File: src/rtl/rd_arbiter_if.sv
// Read-channel signal bundle for rd_arbiter: IF and MEM requesters, AXI bridge side, and grant.
// slave = arbiter view, master = environment (requesters + bridge) view.
interface rd_arbiter_if #(
  parameter int ADDR_W = 64,
  parameter int DATA_W = 64
) ();
  logic              if_r_valid;
  logic              if_r_ready;
  logic [ADDR_W-1:0] if_r_addr;
  logic [7:0]        if_r_size;
  logic              if_data_valid;
  logic              if_data_ready;
  logic [DATA_W-1:0] if_data;

  logic              mem_r_valid;
  logic              mem_r_ready;
  logic [ADDR_W-1:0] mem_r_addr;
  logic [7:0]        mem_r_size;
  logic              mem_data_valid;
  logic              mem_data_ready;
  logic [DATA_W-1:0] mem_data;

  logic              rx_r_valid_i;
  logic              rx_r_ready_o;
  logic [ADDR_W-1:0] rx_r_addr_i;
  logic [7:0]        rx_r_size_i;
  logic [DATA_W-1:0] rx_data_read_o;
  logic              rx_data_valid;
  logic              rx_data_ready;

  logic [1:0]        grant_o;

  modport slave (
    input  if_r_valid, if_r_addr, if_r_size, if_data_ready,
    input  mem_r_valid, mem_r_addr, mem_r_size, mem_data_ready,
    input  rx_r_ready_o, rx_data_read_o, rx_data_valid,
    output if_r_ready, if_data_valid, if_data,
    output mem_r_ready, mem_data_valid, mem_data,
    output rx_r_valid_i, rx_r_addr_i, rx_r_size_i, rx_data_ready,
    output grant_o
  );

  modport master (
    output if_r_valid, if_r_addr, if_r_size, if_data_ready,
    output mem_r_valid, mem_r_addr, mem_r_size, mem_data_ready,
    output rx_r_ready_o, rx_data_read_o, rx_data_valid,
    input  if_r_ready, if_data_valid, if_data,
    input  mem_r_ready, mem_data_valid, mem_data,
    input  rx_r_valid_i, rx_r_addr_i, rx_r_size_i, rx_data_ready,
    input  grant_o
  );
endinterface

File: src/rtl/rd_arbiter.sv
// rd_arbiter: one AXI-style read channel shared by IF and MEM, one transaction in flight, >=3 cycles each.
// r_ready only in IDLE, data is a zero-latency pass-through; RD_ARB_RR_EN selects round-robin over MEM priority.
module rd_arbiter #(
  parameter int ADDR_W = 64,
  parameter int DATA_W = 64
) (
  input logic      clk,
  input logic      rst,
  rd_arbiter_if.slave bus
);

  localparam logic [1:0] OWN_NONE = 2'b00;
  localparam logic [1:0] OWN_IF   = 2'b01;
  localparam logic [1:0] OWN_MEM  = 2'b10;

  typedef enum logic [1:0] {
    IDLE = 2'd0,
    ADDR = 2'd1,
    DATA = 2'd2
  } state_t;

  typedef struct packed {
    logic [ADDR_W-1:0] addr;
    logic [7:0]        size;
  } req_t;

  state_t            state;
  logic [1:0]        owner;
  logic              rx_vld_q;
  logic [ADDR_W-1:0] rx_addr_q;
  logic [7:0]        rx_size_q;
`ifdef RD_ARB_RR_EN
  logic [1:0]        last_owner;
`endif

  logic [1:0] winner;
  req_t       win_req;
  logic       accept;
  logic       own_if;
  logic       own_mem;
  logic       data_hs;

  always_comb begin
    winner = OWN_NONE;
    if (bus.if_r_valid && bus.mem_r_valid) begin
`ifdef RD_ARB_RR_EN
      winner = (last_owner == OWN_MEM) ? OWN_IF : OWN_MEM;
`else
      // A stalled load costs more than a delayed fetch.
      winner = OWN_MEM;
`endif
    end else if (bus.mem_r_valid) begin
      winner = OWN_MEM;
    end else if (bus.if_r_valid) begin
      winner = OWN_IF;
    end
  end

  always_comb begin
    win_req = '0;
    if (winner == OWN_MEM) begin
      win_req.addr = bus.mem_r_addr;
      win_req.size = bus.mem_r_size;
    end else if (winner == OWN_IF) begin
      win_req.addr = bus.if_r_addr;
      win_req.size = bus.if_r_size;
    end
  end

  assign accept          = (state == IDLE) && !rst && (winner != OWN_NONE);
  assign bus.if_r_ready  = accept && (winner == OWN_IF);
  assign bus.mem_r_ready = accept && (winner == OWN_MEM);

  assign own_if  = (state == DATA) && (owner == OWN_IF);
  assign own_mem = (state == DATA) && (owner == OWN_MEM);

  assign bus.rx_data_ready  = (own_if && bus.if_data_ready) || (own_mem && bus.mem_data_ready);
  assign bus.if_data_valid  = own_if && bus.rx_data_valid;
  assign bus.mem_data_valid = own_mem && bus.rx_data_valid;
  assign bus.if_data        = own_if  ? bus.rx_data_read_o : '0;
  assign bus.mem_data       = own_mem ? bus.rx_data_read_o : '0;
  assign data_hs            = bus.rx_data_valid && bus.rx_data_ready;

  assign bus.rx_r_valid_i = rx_vld_q;
  assign bus.rx_r_addr_i  = rx_addr_q;
  assign bus.rx_r_size_i  = rx_size_q;
  assign bus.grant_o      = (state == IDLE) ? OWN_NONE : owner;

  always_ff @(posedge clk) begin
    if (rst) begin
      state     <= IDLE;
      owner     <= OWN_NONE;
      rx_vld_q  <= 1'b0;
      rx_addr_q <= '0;
      rx_size_q <= '0;
`ifdef RD_ARB_RR_EN
      last_owner <= OWN_MEM;
`endif
    end else begin
      unique case (state)
        IDLE: begin
          if (accept) begin
            owner     <= winner;
            rx_addr_q <= win_req.addr;
            rx_size_q <= win_req.size;
            rx_vld_q  <= 1'b1;
            state     <= ADDR;
          end
        end
        ADDR: begin
          // Address held stable until the bridge takes it.
          if (rx_vld_q && bus.rx_r_ready_o) begin
            rx_vld_q <= 1'b0;
            state    <= DATA;
          end
        end
        DATA: begin
          if (data_hs) begin
`ifdef RD_ARB_RR_EN
            last_owner <= owner;
`endif
            owner <= OWN_NONE;
            state <= IDLE;
          end
        end
        default: begin
          owner    <= OWN_NONE;
          rx_vld_q <= 1'b0;
          state    <= IDLE;
        end
      endcase
    end
  end

endmodule

File: src/flat_wrapper.sv
// flat-port wrapper written by rule: the top's interface ports become plain ports
module rd_arbiter_flat 
#(
  parameter int ADDR_W = 64,
  parameter int DATA_W = 64
)
  (clk, rst, bus_if_r_valid, bus_if_r_addr, bus_if_r_size, bus_if_data_ready, bus_mem_r_valid, bus_mem_r_addr, bus_mem_r_size, bus_mem_data_ready, bus_rx_r_ready_o, bus_rx_data_read_o, bus_rx_data_valid, bus_if_r_ready, bus_if_data_valid, bus_if_data, bus_mem_r_ready, bus_mem_data_valid, bus_mem_data, bus_rx_r_valid_i, bus_rx_r_addr_i, bus_rx_r_size_i, bus_rx_data_ready, bus_grant_o);
  rd_arbiter_if #(.ADDR_W(ADDR_W), .DATA_W(DATA_W)) bus_i ();
  input logic clk;
  input logic rst;
  input wire logic [$bits(bus_i.if_r_valid)-1:0] bus_if_r_valid;
  input wire logic [$bits(bus_i.if_r_addr)-1:0] bus_if_r_addr;
  input wire logic [$bits(bus_i.if_r_size)-1:0] bus_if_r_size;
  input wire logic [$bits(bus_i.if_data_ready)-1:0] bus_if_data_ready;
  input wire logic [$bits(bus_i.mem_r_valid)-1:0] bus_mem_r_valid;
  input wire logic [$bits(bus_i.mem_r_addr)-1:0] bus_mem_r_addr;
  input wire logic [$bits(bus_i.mem_r_size)-1:0] bus_mem_r_size;
  input wire logic [$bits(bus_i.mem_data_ready)-1:0] bus_mem_data_ready;
  input wire logic [$bits(bus_i.rx_r_ready_o)-1:0] bus_rx_r_ready_o;
  input wire logic [$bits(bus_i.rx_data_read_o)-1:0] bus_rx_data_read_o;
  input wire logic [$bits(bus_i.rx_data_valid)-1:0] bus_rx_data_valid;
  output wire logic [$bits(bus_i.if_r_ready)-1:0] bus_if_r_ready;
  output wire logic [$bits(bus_i.if_data_valid)-1:0] bus_if_data_valid;
  output wire logic [$bits(bus_i.if_data)-1:0] bus_if_data;
  output wire logic [$bits(bus_i.mem_r_ready)-1:0] bus_mem_r_ready;
  output wire logic [$bits(bus_i.mem_data_valid)-1:0] bus_mem_data_valid;
  output wire logic [$bits(bus_i.mem_data)-1:0] bus_mem_data;
  output wire logic [$bits(bus_i.rx_r_valid_i)-1:0] bus_rx_r_valid_i;
  output wire logic [$bits(bus_i.rx_r_addr_i)-1:0] bus_rx_r_addr_i;
  output wire logic [$bits(bus_i.rx_r_size_i)-1:0] bus_rx_r_size_i;
  output wire logic [$bits(bus_i.rx_data_ready)-1:0] bus_rx_data_ready;
  output wire logic [$bits(bus_i.grant_o)-1:0] bus_grant_o;
  assign bus_i.if_r_valid = bus_if_r_valid;
  assign bus_i.if_r_addr = bus_if_r_addr;
  assign bus_i.if_r_size = bus_if_r_size;
  assign bus_i.if_data_ready = bus_if_data_ready;
  assign bus_i.mem_r_valid = bus_mem_r_valid;
  assign bus_i.mem_r_addr = bus_mem_r_addr;
  assign bus_i.mem_r_size = bus_mem_r_size;
  assign bus_i.mem_data_ready = bus_mem_data_ready;
  assign bus_i.rx_r_ready_o = bus_rx_r_ready_o;
  assign bus_i.rx_data_read_o = bus_rx_data_read_o;
  assign bus_i.rx_data_valid = bus_rx_data_valid;
  assign bus_if_r_ready = bus_i.if_r_ready;
  assign bus_if_data_valid = bus_i.if_data_valid;
  assign bus_if_data = bus_i.if_data;
  assign bus_mem_r_ready = bus_i.mem_r_ready;
  assign bus_mem_data_valid = bus_i.mem_data_valid;
  assign bus_mem_data = bus_i.mem_data;
  assign bus_rx_r_valid_i = bus_i.rx_r_valid_i;
  assign bus_rx_r_addr_i = bus_i.rx_r_addr_i;
  assign bus_rx_r_size_i = bus_i.rx_r_size_i;
  assign bus_rx_data_ready = bus_i.rx_data_ready;
  assign bus_grant_o = bus_i.grant_o;
  rd_arbiter #(.ADDR_W(ADDR_W), .DATA_W(DATA_W)) u_core (.clk(clk), .rst(rst), .bus(bus_i));
endmodule
File: config.mk
export PLATFORM = sky130hd
export DESIGN_NAME = rd_arbiter_flat
export DESIGN_NICKNAME = d
export VERILOG_FILES = /design/src/rtl/rd_arbiter_if.sv /design/src/rtl/rd_arbiter.sv /design/src/flat_wrapper.sv
export SDC_FILE = /design/constraint.sdc
export NUM_CORES = 1
export LEC_CHECK = 0
export CAP_MARGIN = 20
export CELL_PAD_IN_SITES_DETAIL_PLACEMENT = 1
export CELL_PAD_IN_SITES_GLOBAL_PLACEMENT = 2
export CORE_ASPECT_RATIO = 0.5
export CORE_MARGIN = 4
export CORE_UTILIZATION = 14
export DETAILED_ROUTE_END_ITERATION = 8
export HOLD_SLACK_MARGIN = 0.08
export PLACE_DENSITY_LB_ADDON = 0.25
export SYNTH_ARGS = -nofsm -noshare
export SYNTH_HDL_FRONTEND = slang
export SYNTH_SLANG_ARGS = --single-unit
File: constraint.sdc
create_clock -name clk -period 1.8 [get_ports clk]
set_input_delay 0.45 -clock clk [delete_from_list [all_inputs] [get_ports clk]]
set_output_delay 0.45 -clock clk [all_outputs]
set_load 0.01 [all_outputs]
== After elaboration in Yosys (flattened, before gate mapping) ==
Index checks and enable logic that the tools add are counted.

* $add $sub $neg: 0
* Multiply operators: 0
* Div/mod/pow operators: 0
* Magnitude comparators: 0
* Equality and inequality tests: 9
* Shift operators: 0
* Multiplexer cells: 17
* Bitwise gates (word level): 2
* Reductions and logical operators: 21

{| class="wikitable"
|+ Operators by type and width
! cell !! number
|-
| two-way mux 72 bit || 2
|-
| two-way mux 64 bit || 2
|-
| two-way mux 2 bit || 7
|-
| logical AND 1 bit || 13
|-
| one-hot mux 2 bit (3 select lines) || 2
|-
| AND reduction 3 bit || 3
|-
| equality test 2 x 1 -> 1 bit, second input constant || 3
|-
| equality test 2 bit, second input constant || 3
|-
| != test 2 x 1 -> 1 bit, second input constant || 3
|-
| two-way mux 1 bit || 3
|-
| one-hot mux 1 bit (3 select lines) || 1
|-
| logical NOT 2 bit || 1
|-
| NOT 1 bit || 2
|-
| AND reduction 2 bit || 1
|-
| nonzero test 2 bit || 1
|-
| logical NOT 1 bit || 1
|-
| logical OR 1 bit || 1
|}

* Flip-flop bits (word level): 77
* Bits in latches: 0
* Bits in writable memories: 0
* Memory bits (read-only): 0
* Input port bits: 216
* Word-level logic and storage cells: 54
* Memories kept: 0

== Depth between registers and ports, before layout ==
Gate-level depths: netlist of run 1.

* Word-level depth: 7
* Mapped depth: 6
* Mapped depth without buffers: 3

== Least setup slack after synthesis of run 1 ==
No wires, ideal clock.

* Path kind: input to output
* From: in bus_mem_r_valid
* To: out bus_if_r_ready
* Arrival time: 1.282 ns
* Data required time: 1.350 ns
* Setup slack: 0.068 ns
* Stages: 4
* Path buffers: 2
* Path through: buf_6 > nand2b_1 > buf_2 > nor4_1

* Longest elaborated chain between the ends: 5
* Elaborated cells between the ends (all ways): 7

{| class="wikitable"
|+ RTL lines
! what !! line !! source
|-
| start: declaration || flat_wrapper.sv:15 || <nowiki>input wire logic [$bits(bus_i.mem_r_valid)-1:0] bus_mem_r_valid;</nowiki>
|-
| two-way mux 2 bit or logical AND 1 bit (tied branches) || rd_arbiter.sv:52, rd_arbiter.sv:45 ||
|-
| two-way mux 2 bit (*) || rd_arbiter.sv:45 || <nowiki>if (bus.if_r_valid && bus.mem_r_valid) begin</nowiki>
|-
| nonzero test 2 bit || rd_arbiter.sv:70 || <nowiki>assign accept = (state == IDLE) && !rst && (winner != OWN_NONE);</nowiki>
|-
| logical AND 1 bit || rd_arbiter.sv:70 ||
|-
| logical AND 1 bit (*) || rd_arbiter.sv:71 || <nowiki>assign bus.if_r_ready = accept && (winner == OWN_IF);</nowiki>
|-
| end: declaration || flat_wrapper.sv:22 || <nowiki>output wire logic [$bits(bus_i.if_r_ready)-1:0] bus_if_r_ready;</nowiki>
|}

Mark *: on every way between the ends. The rest lies on a longest branch, timed or not.

== Worst setup path after layout of run 1 ==
* From: reg u_core.state[0]
* To: out bus_mem_data[33]

* Longest elaborated chain between the ends: 3

{| class="wikitable"
|+ RTL lines
! what !! line !! source
|-
| start: declaration || rd_arbiter.sv:27 || <nowiki>state_t state;</nowiki>
|-
| start signal: assignment || rd_arbiter.sv:91 || <nowiki>state <= IDLE;</nowiki>
|-
| start signal: assignment || rd_arbiter.sv:107 || <nowiki>state <= ADDR;</nowiki>
|-
| start signal: assignment || rd_arbiter.sv:114 || <nowiki>state <= DATA;</nowiki>
|-
| equality test 2 bit || rd_arbiter.sv:75 || <nowiki>assign own_mem = (state == DATA) && (owner == OWN_MEM);</nowiki>
|-
| logical AND 1 bit || rd_arbiter.sv:75 ||
|-
| two-way mux 64 bit || rd_arbiter.sv:81 || <nowiki>assign bus.mem_data = own_mem ? bus.rx_data_read_o : '0;</nowiki>
|-
| end: declaration || flat_wrapper.sv:27 || <nowiki>output wire logic [$bits(bus_i.mem_data)-1:0] bus_mem_data;</nowiki>
|}

No other way between the ends.

==> results of run 1 <==
## worst paths after layout
kind                           endpoint  depth (start not counted)                 startpoint
max reg2reg  u_core.bus.rx_r_addr_i[25]                          6            u_core.state[1]
min           u_core.bus.rx_r_addr_i[2]                          1  u_core.bus.rx_r_addr_i[2]
max                    bus_mem_data[33]                          7            u_core.state[0]
min reg2reg   u_core.bus.rx_r_addr_i[2]                          1  u_core.bus.rx_r_addr_i[2]
## cell usage in the layout (no fill, tap or decap), types with 2 or more instances in the layout
master           netlist  layout
buf_2                 15      25
nand2_1                2       2
nor2_1                 2       2
buf_12                 0       9
o21ai_0                2       2
a22oi_1               51      50
dfxtp_1               77      74
nor2b_4                0       4
nand3_1                3       3
nand2b_1              23      23
nand3b_1               3       3
buf_8                  0       4
mux2i_1               20      20
o2bb2ai_1             26      26
buf_4                  1      27
a31o_2                 2       2
a211oi_1              26      26
and2_4                 0     104
and2_1               131      27
diode_2                0       4
inv_1                  2       2
dfxtp_2                0       3
clkbuf_16              0      15
clkdlybuf4s50_1        0     283
buf_16                 0       5
nor2b_1                7       3
a21oi_1               27      27
buf_6                  4     124
clkinv_2               0       3
o22ai_1               22      22
dlymetal6s2s_1         0       5
## logic make-up (layout without fill, tap and decap cells)
group	Yosys count	in the layout	share of synthesized area (%)
AND/OR/NAND/NOR	177	177	26.1
AO/OA/AOI/OAI	160	160	26.8
buffers and inverters	55	506	6.40
flip-flops	77	77	36.0
multiplexers	20	20	4.68
other	0	4	0
## Yosys cell counts, types with 2 or more instances
| library cell | count | share of area [%] |
|---|---|---|
| nand2b_1 | 23 | 3.4 |
| nor4_1 | 2 | 0.29 |
| buf_6 | 4 | 1.1 |
| clkbuf_2 | 12 | 1.4 |
| and2_1 | 131 | 19 |
| mux2i_1 | 20 | 4.7 |
| inv_1 | 2 | 0.18 |
| buf_2 | 15 | 1.8 |
| a31o_2 | 2 | 0.41 |
| nor2b_1 | 7 | 1.0 |
| clkbuf_1 | 18 | 1.6 |
| a21oi_1 | 27 | 3.2 |
| nor2_1 | 2 | 0.18 |
| a22oi_1 | 51 | 8.9 |
| nand3_1 | 3 | 0.35 |
| nand2_1 | 2 | 0.18 |
| a211oi_1 | 26 | 4.6 |
| nand3b_1 | 3 | 0.53 |
| o2bb2ai_1 | 26 | 5.3 |
| o22ai_1 | 22 | 3.2 |
| buf_1 | 3 | 0.26 |
| o21ai_0 | 2 | 0.23 |
| dfxtp_1 | 77 | 36 |
## power by group through the flow
stage	combinational, W	sequential [W]	clock [W]
global route	0.00223	0.00209	0.00193
finish	0.00208	0.00206	0.00179
detailed placement	0.00204	0.00209	0
global placement	0.00201	0.00208	0
floorplan	0.000661	0.00219	0
CTS	0.00207	0.00206	0.00189
## worst max-delay path, stage by stage (launching register included)
cell and delay, ps:
dfxtp_2 320, nand2b_4 160, nor3b_4 210, buf_12 190
buf_6 120, buf_6 120, and2_1 130, buf_4 130
## sequential cells by signal, summed over array words and instances (netlist names)
| signal | flops |
|---|---|
| u_core.bus.rx_r_valid_i | 1 |
| u_core.owner | 2 |
| u_core.bus.rx_r_addr_i | 64 |
| u_core.state | 2 |
| u_core.bus.rx_r_size_i | 8 |
## final cells by class
type,count,area (sq um)
Antenna cell,4,10.0
Clock buffer,10,229
Clock inverter,5,52.6
Fill cell,3327,19300
Inverter,2,7.51
Multi-Input combinational cell,357,2790
Sequential cell,77,1550
Tap cell,391,489
Timing Repair Buffer,489,5150
## repair_timing
action | CTS | global route
cloned | 7 | 7
pin swaps | 13 | 71
endpoints found under the setup margin | 135 | 168
gates resized for setup | 578 | 263
setup buffers | 21 | 8
## stage by stage
stage / TNS [ps] / cells / power (W)
after floorplan: 0 / 489 / 0.00285
after global placement: -50110 / 1280 / 0.00409
after detailed placement: -55290 / 1280 / 0.00413
after CTS: -42500 / 1323 / 0.00601
after global routing: -46700 / 1333 / 0.00626
final: -36380 / 1335 / 0.00594
## per-layer routing
metal	wire length, um	part of all wire (%)
met5	27	0.096
met4	170	0.61
met3	1220	4.3
met2	16200	58
met1	10400	37
==> flow_metrics.py, run 1 <==
metrics = {
    "grt": {
        "gr-usage-met2_pct": 31.4,
        "top_usage_layer": "met2",
        "grt.met3_usage_pct": 3.24,
        "antenna_found_initial": 6,
        "grt_usage_pct": 15.1,
        "grt-ovfl-total": 0,
        "grt_pass1_wl_um": 38800,
        "met1_usage_pct": 15.5,
        "grt_max_degree": 40,
        "grt_pass1_vias": 5781,
    },
    "setup_path": {
        "arrival_ps": 1730,
        "reg2reg_slack_ps": 160,
        "worstPathMaxFanout": 8,
        "start_kind": "register",
        "endpoint_kind": "output pin",
        "critPathKind": "reg -> out",
        "critPathRequiredTime_ps": 1350,
    },
    "clocking": {
        "cts.clk_slew.worst_paths_ps": 50,
        "clockBufferDepth": 2,
        "cts_tree": "done",
        "insertion_delay_ps": 340,
        "clock-sinks": 77,
        "cts_buffers": 9,
        "hold_buffers": 0,
        "root_buffer": "clkbuf_16",
        "htreeDepth": 3,
    },
    "placement": {
        "dpl_cell_area_sq_um": 9050,
        "hpwl_um": 20400,
        "gp_congestion": 0.778,
        "dp_slack_ps": -487,
        "portBuffers": 423,
    },
    "timing": {
        "relSlewSlack_pct": 68.9,
        "post-route-period-util_pct": 121,
        "tightest_slew_ps": 466,
        "drv_slew": 0,
        "max_clock_freq_mhz": 459,
        "clock_skew_ps": 11.5,
        "rsz0062_at_grt": "true",
        "final-setup-viol-count": 130,
        "fin_hold_ws_ps": 461,
        "layout_setup_ws_ps": -377,
        "finalHoldViolations": 0,
        "min_period_ps": 2180,
    },
    "route": {
        "drt_iter0_drc": 182,
        "first_pass_iters": 4,
        "drt-wirelength-per-cell_um": 21.0,
        "ant_nets": 0,
        "drt-total-wl_um": 28000,
        "post-route-drc-count": 0,
        "vias": 5543,
        "drt-vias-per-instance": 4.15,
    },
    "synth": {
        "syn_nets": 705,
        "synth_flop_cell": "dfxtp_1",
        "synth-async-reset-ratio_pct": 0,
        "synth.distinct_cells": 32,
        "ys_seq_area_share_pct": 36.0,
        "synth_area_sq_um": 4280,
        "post_synth.cell_area_avg_sq_um": 8.75,
        "synth-seq-cells": 77,
        "synth_edf_count": 0,
        "synthCells": 489,
        "ys.warnings.count": 0,
    },
    "cells_and_area": {
        "syn2layout_area_growth_pct": 140,
        "fin_nets": 1152,
        "final_core_util_pct": 34.8,
        "drive_above_1_share_pct": 35.6,
        "post-route-cell-area_sq_um": 10300,
    },
    "floorplan": {
        "initial_core_util_pct": 14.5,
        "coreArea_sq_um": 29600,
        "die_x_um": 255,
        "fp.dieH_um": 132,
        "fp-row-count": 44,
        "die-area_sq_um": 33600,
        "io_pins": 424,
    },
    "min_path": {
        "hold_path_class": "reg -> reg",
    },
    "run": {
        "drv_cap": 0,
    },
    "power": {
        "p_seq_share_pct": 34.7,
        "peakVddDrop_v": 0.000511,
        "p_clk_share_pct": 30.2,
        "p_int_w": 0.00420,
        "power_switching_w": 0.00173,
        "p_per_area_nw_per_um2": 578,
        "power_switching_share_pct": 29.2,
        "leakagePower_nw": 4.27,
        "combPwrFrac_pct": 35.1,
    },
    "run_status": {
        "violations": "setup timing",
        "status": "complete, but fails checks",
    },
}
(Power assumes the default switching activity.)
==> run 2: changes to the inputs <==
clock period = 2.4 ns   (was 1.8 ns; I/O delays follow)
==> run 2 against run 1 <==
The run now ends clean. Power decreased by 24%. Combinational power is 27% lower. Setup slack gained 460 ps. Sequential cell count stayed put. Clock skew down 4.9 ps. Via count decreased by 2.8%. Register-to-register slack gained 510 ps. Cell area decreased by 9.5%. Largest cell class unchanged. Highest routed layer is now met4.
==> flow_metrics.py, run 2 (synthesis results as in run 1) <==
metrics = {
    "grt": {
        "antenna_found_initial": 0,
        "grt_pass1_vias": 5650,
        "grt_max_degree": 41,
        "grt_pass1_wl_um": 38300,
        "grt_usage_pct": 14.9,
        "grt-ovfl-total": 0,
    },
    "placement": {
        "gp_congestion": 0.783,
        "hpwl_um": 20400,
        "portBuffers": 423,
        "dp_cells": 1279,
    },
    "setup_path": {
        "slowest_stage": "dlygate4sd2_1",
        "arrival_ps": 1720,
        "cpPeakStageDelay_ps": 350,
        "crit_chain": "nor2b_4 -> nor2b_4 -> buf_4 -> buf_12 -> and2_1 -> dlygate4sd2_1",
        "reg2reg_slack_ps": 670,
        "worstPathMaxFanout": 14,
        "critPathKind": "reg -> out",
        "cp_common_cell": "nor2b_4",
        "critPathRequiredTime_ps": 1800,
        "endpoint_kind": "output pin",
        "start_kind": "register",
    },
    "route": {
        "drt-total-wl_um": 26600,
        "post-route-drc-count": 0,
        "vias": 5390,
        "first_pass_iters": 4,
        "drt_iter0_drc": 193,
        "drt-vias-per-instance": 4.08,
        "ant_nets": 0,
        "drt-wirelength-per-cell_um": 20.2,
    },
    "clocking": {
        "htreeDepth": 3,
        "clock-sinks": 77,
        "root_buffer": "clkbuf_16",
        "cts_buffers": 9,
        "cts.clk_slew.worst_paths_ps": 70,
        "insertion_delay_ps": 340,
        "cts_tree": "done",
        "clockBufferDepth": 2,
    },
    "floorplan": {
        "fp.dieH_um": 132,
        "fp-row-count": 44,
        "die-area_sq_um": 33600,
        "die_x_um": 255,
        "io_pins": 424,
        "coreArea_sq_um": 29600,
        "initial_core_util_pct": 14.5,
    },
    "run": {
        "drv_cap": 0,
    },
    "timing": {
        "clock_skew_ps": 6.62,
        "relSlewSlack_pct": 67.6,
        "finalHoldViolations": 0,
        "rsz0062_at_grt": "true",
        "post-route-period-util_pct": 96.6,
        "final-setup-viol-count": 0,
        "min_period_ps": 2320,
        "drv_slew": 0,
        "max_clock_freq_mhz": 431,
        "tightest_slew_ps": 486,
    },
    "cells_and_area": {
        "stdcell_count": 1320,
        "final_cell_mix": "288 x clkdlybuf4s50_1, 125 x and2_1, 73 x dfxtp_1",
        "nFillCells": 3434,
        "fin_nets": 1140,
        "final_core_util_pct": 31.5,
        "syn2layout_area_growth_pct": 117,
        "drive_above_1_share_pct": 21.3,
        "diodes": 0,
        "largest_reg_flops": 64,
        "final_common_cell": "clkdlybuf4s50_1",
    },
    "power": {
        "p_clk_share_pct": 32.0,
        "power_switching_share_pct": 29.0,
        "p_int_w": 0.00319,
        "p_seq_share_pct": 34.3,
        "power_switching_w": 0.00130,
        "combPwrFrac_pct": 33.7,
        "p_per_area_nw_per_um2": 483,
        "leakagePower_nw": 3.94,
        "peakVddDrop_v": 0.000285,
    },
    "run_status": {
        "status": "complete, no violations",
    },
    "min_path": {
        "hold_path_class": "reg -> reg",
    },
}
## run 2: layout make-up
cell class	count	area, sq um	share of cell area [%]
clock buffers	11	253	2.72
clock inverters	5	58.8	0.632
inverters	2	7.51	0.0807
multi-input cells	357	2510	27.0
flip-flops and latches	77	1550	16.6
well taps	391	489	5.26
repair buffers	477	4440	47.7
## run 2: stage by stage
stage	hold WS [ps]	total power, W	setup TNS (ps)	worst slack [ps]	instance area [sq um]
floorplan	493	0.00214	0	368	4280
global placement	448	0.00307	-442	-231	9040
detailed placement	447	0.00309	-402	-184	9040
CTS	467	0.00459	-654	-144	9530
global route	483	0.00476	-187	-25.8	9300
finish	463	0.00450	0	81.7	9300
## run 2: repair_timing
action,4_1_cts,5_1_grt
hold buffers,0,0
pin swaps,4,0
buffers inserted,17,3
gates cloned,6,2
resized for setup,336,133
setup endpoints to repair,132,99
## run 2: worst paths after layout
path | endpoint | startpoint | cells after the start
min reg2reg | u_core.bus.rx_r_addr_i[37] | u_core.bus.rx_r_addr_i[37] | 1
min | u_core.bus.rx_r_addr_i[37] | u_core.bus.rx_r_addr_i[37] | 1
max | bus_if_data[51] | u_core.owner[0] | 6
max reg2reg | u_core.bus.rx_r_addr_i[61] | u_core.state[1] | 6
## run 2: worst max-delay path, delay by kind of cell (launching register included)
family / cells / cell delay, ps
buffers and inverters: 3 / 610
AND/OR/NAND/NOR: 3 / 440
flip-flops: 1 / 320
## run 2: per-layer routing
metal  share of wire (%)  global-route usage (%)  vias up
met5                   0                       0        -
met4                 1.1                    2.75        0
met3                 4.2                    2.63       16
met2                  56                    30.2      122
met1                  39                    16.2     2610
li1                    -                       -     2642
## run 2: power by group through the flow
stage	Sequential, W	Clock, W	Combinational [W]
after floorplan	0.00164	0	0.000496
after global placement	0.00156	0	0.00151
after detailed placement	0.00157	0	0.00152
after CTS	0.00154	0.00150	0.00154
after global routing	0.00157	0.00156	0.00163
final	0.00154	0.00144	0.00151
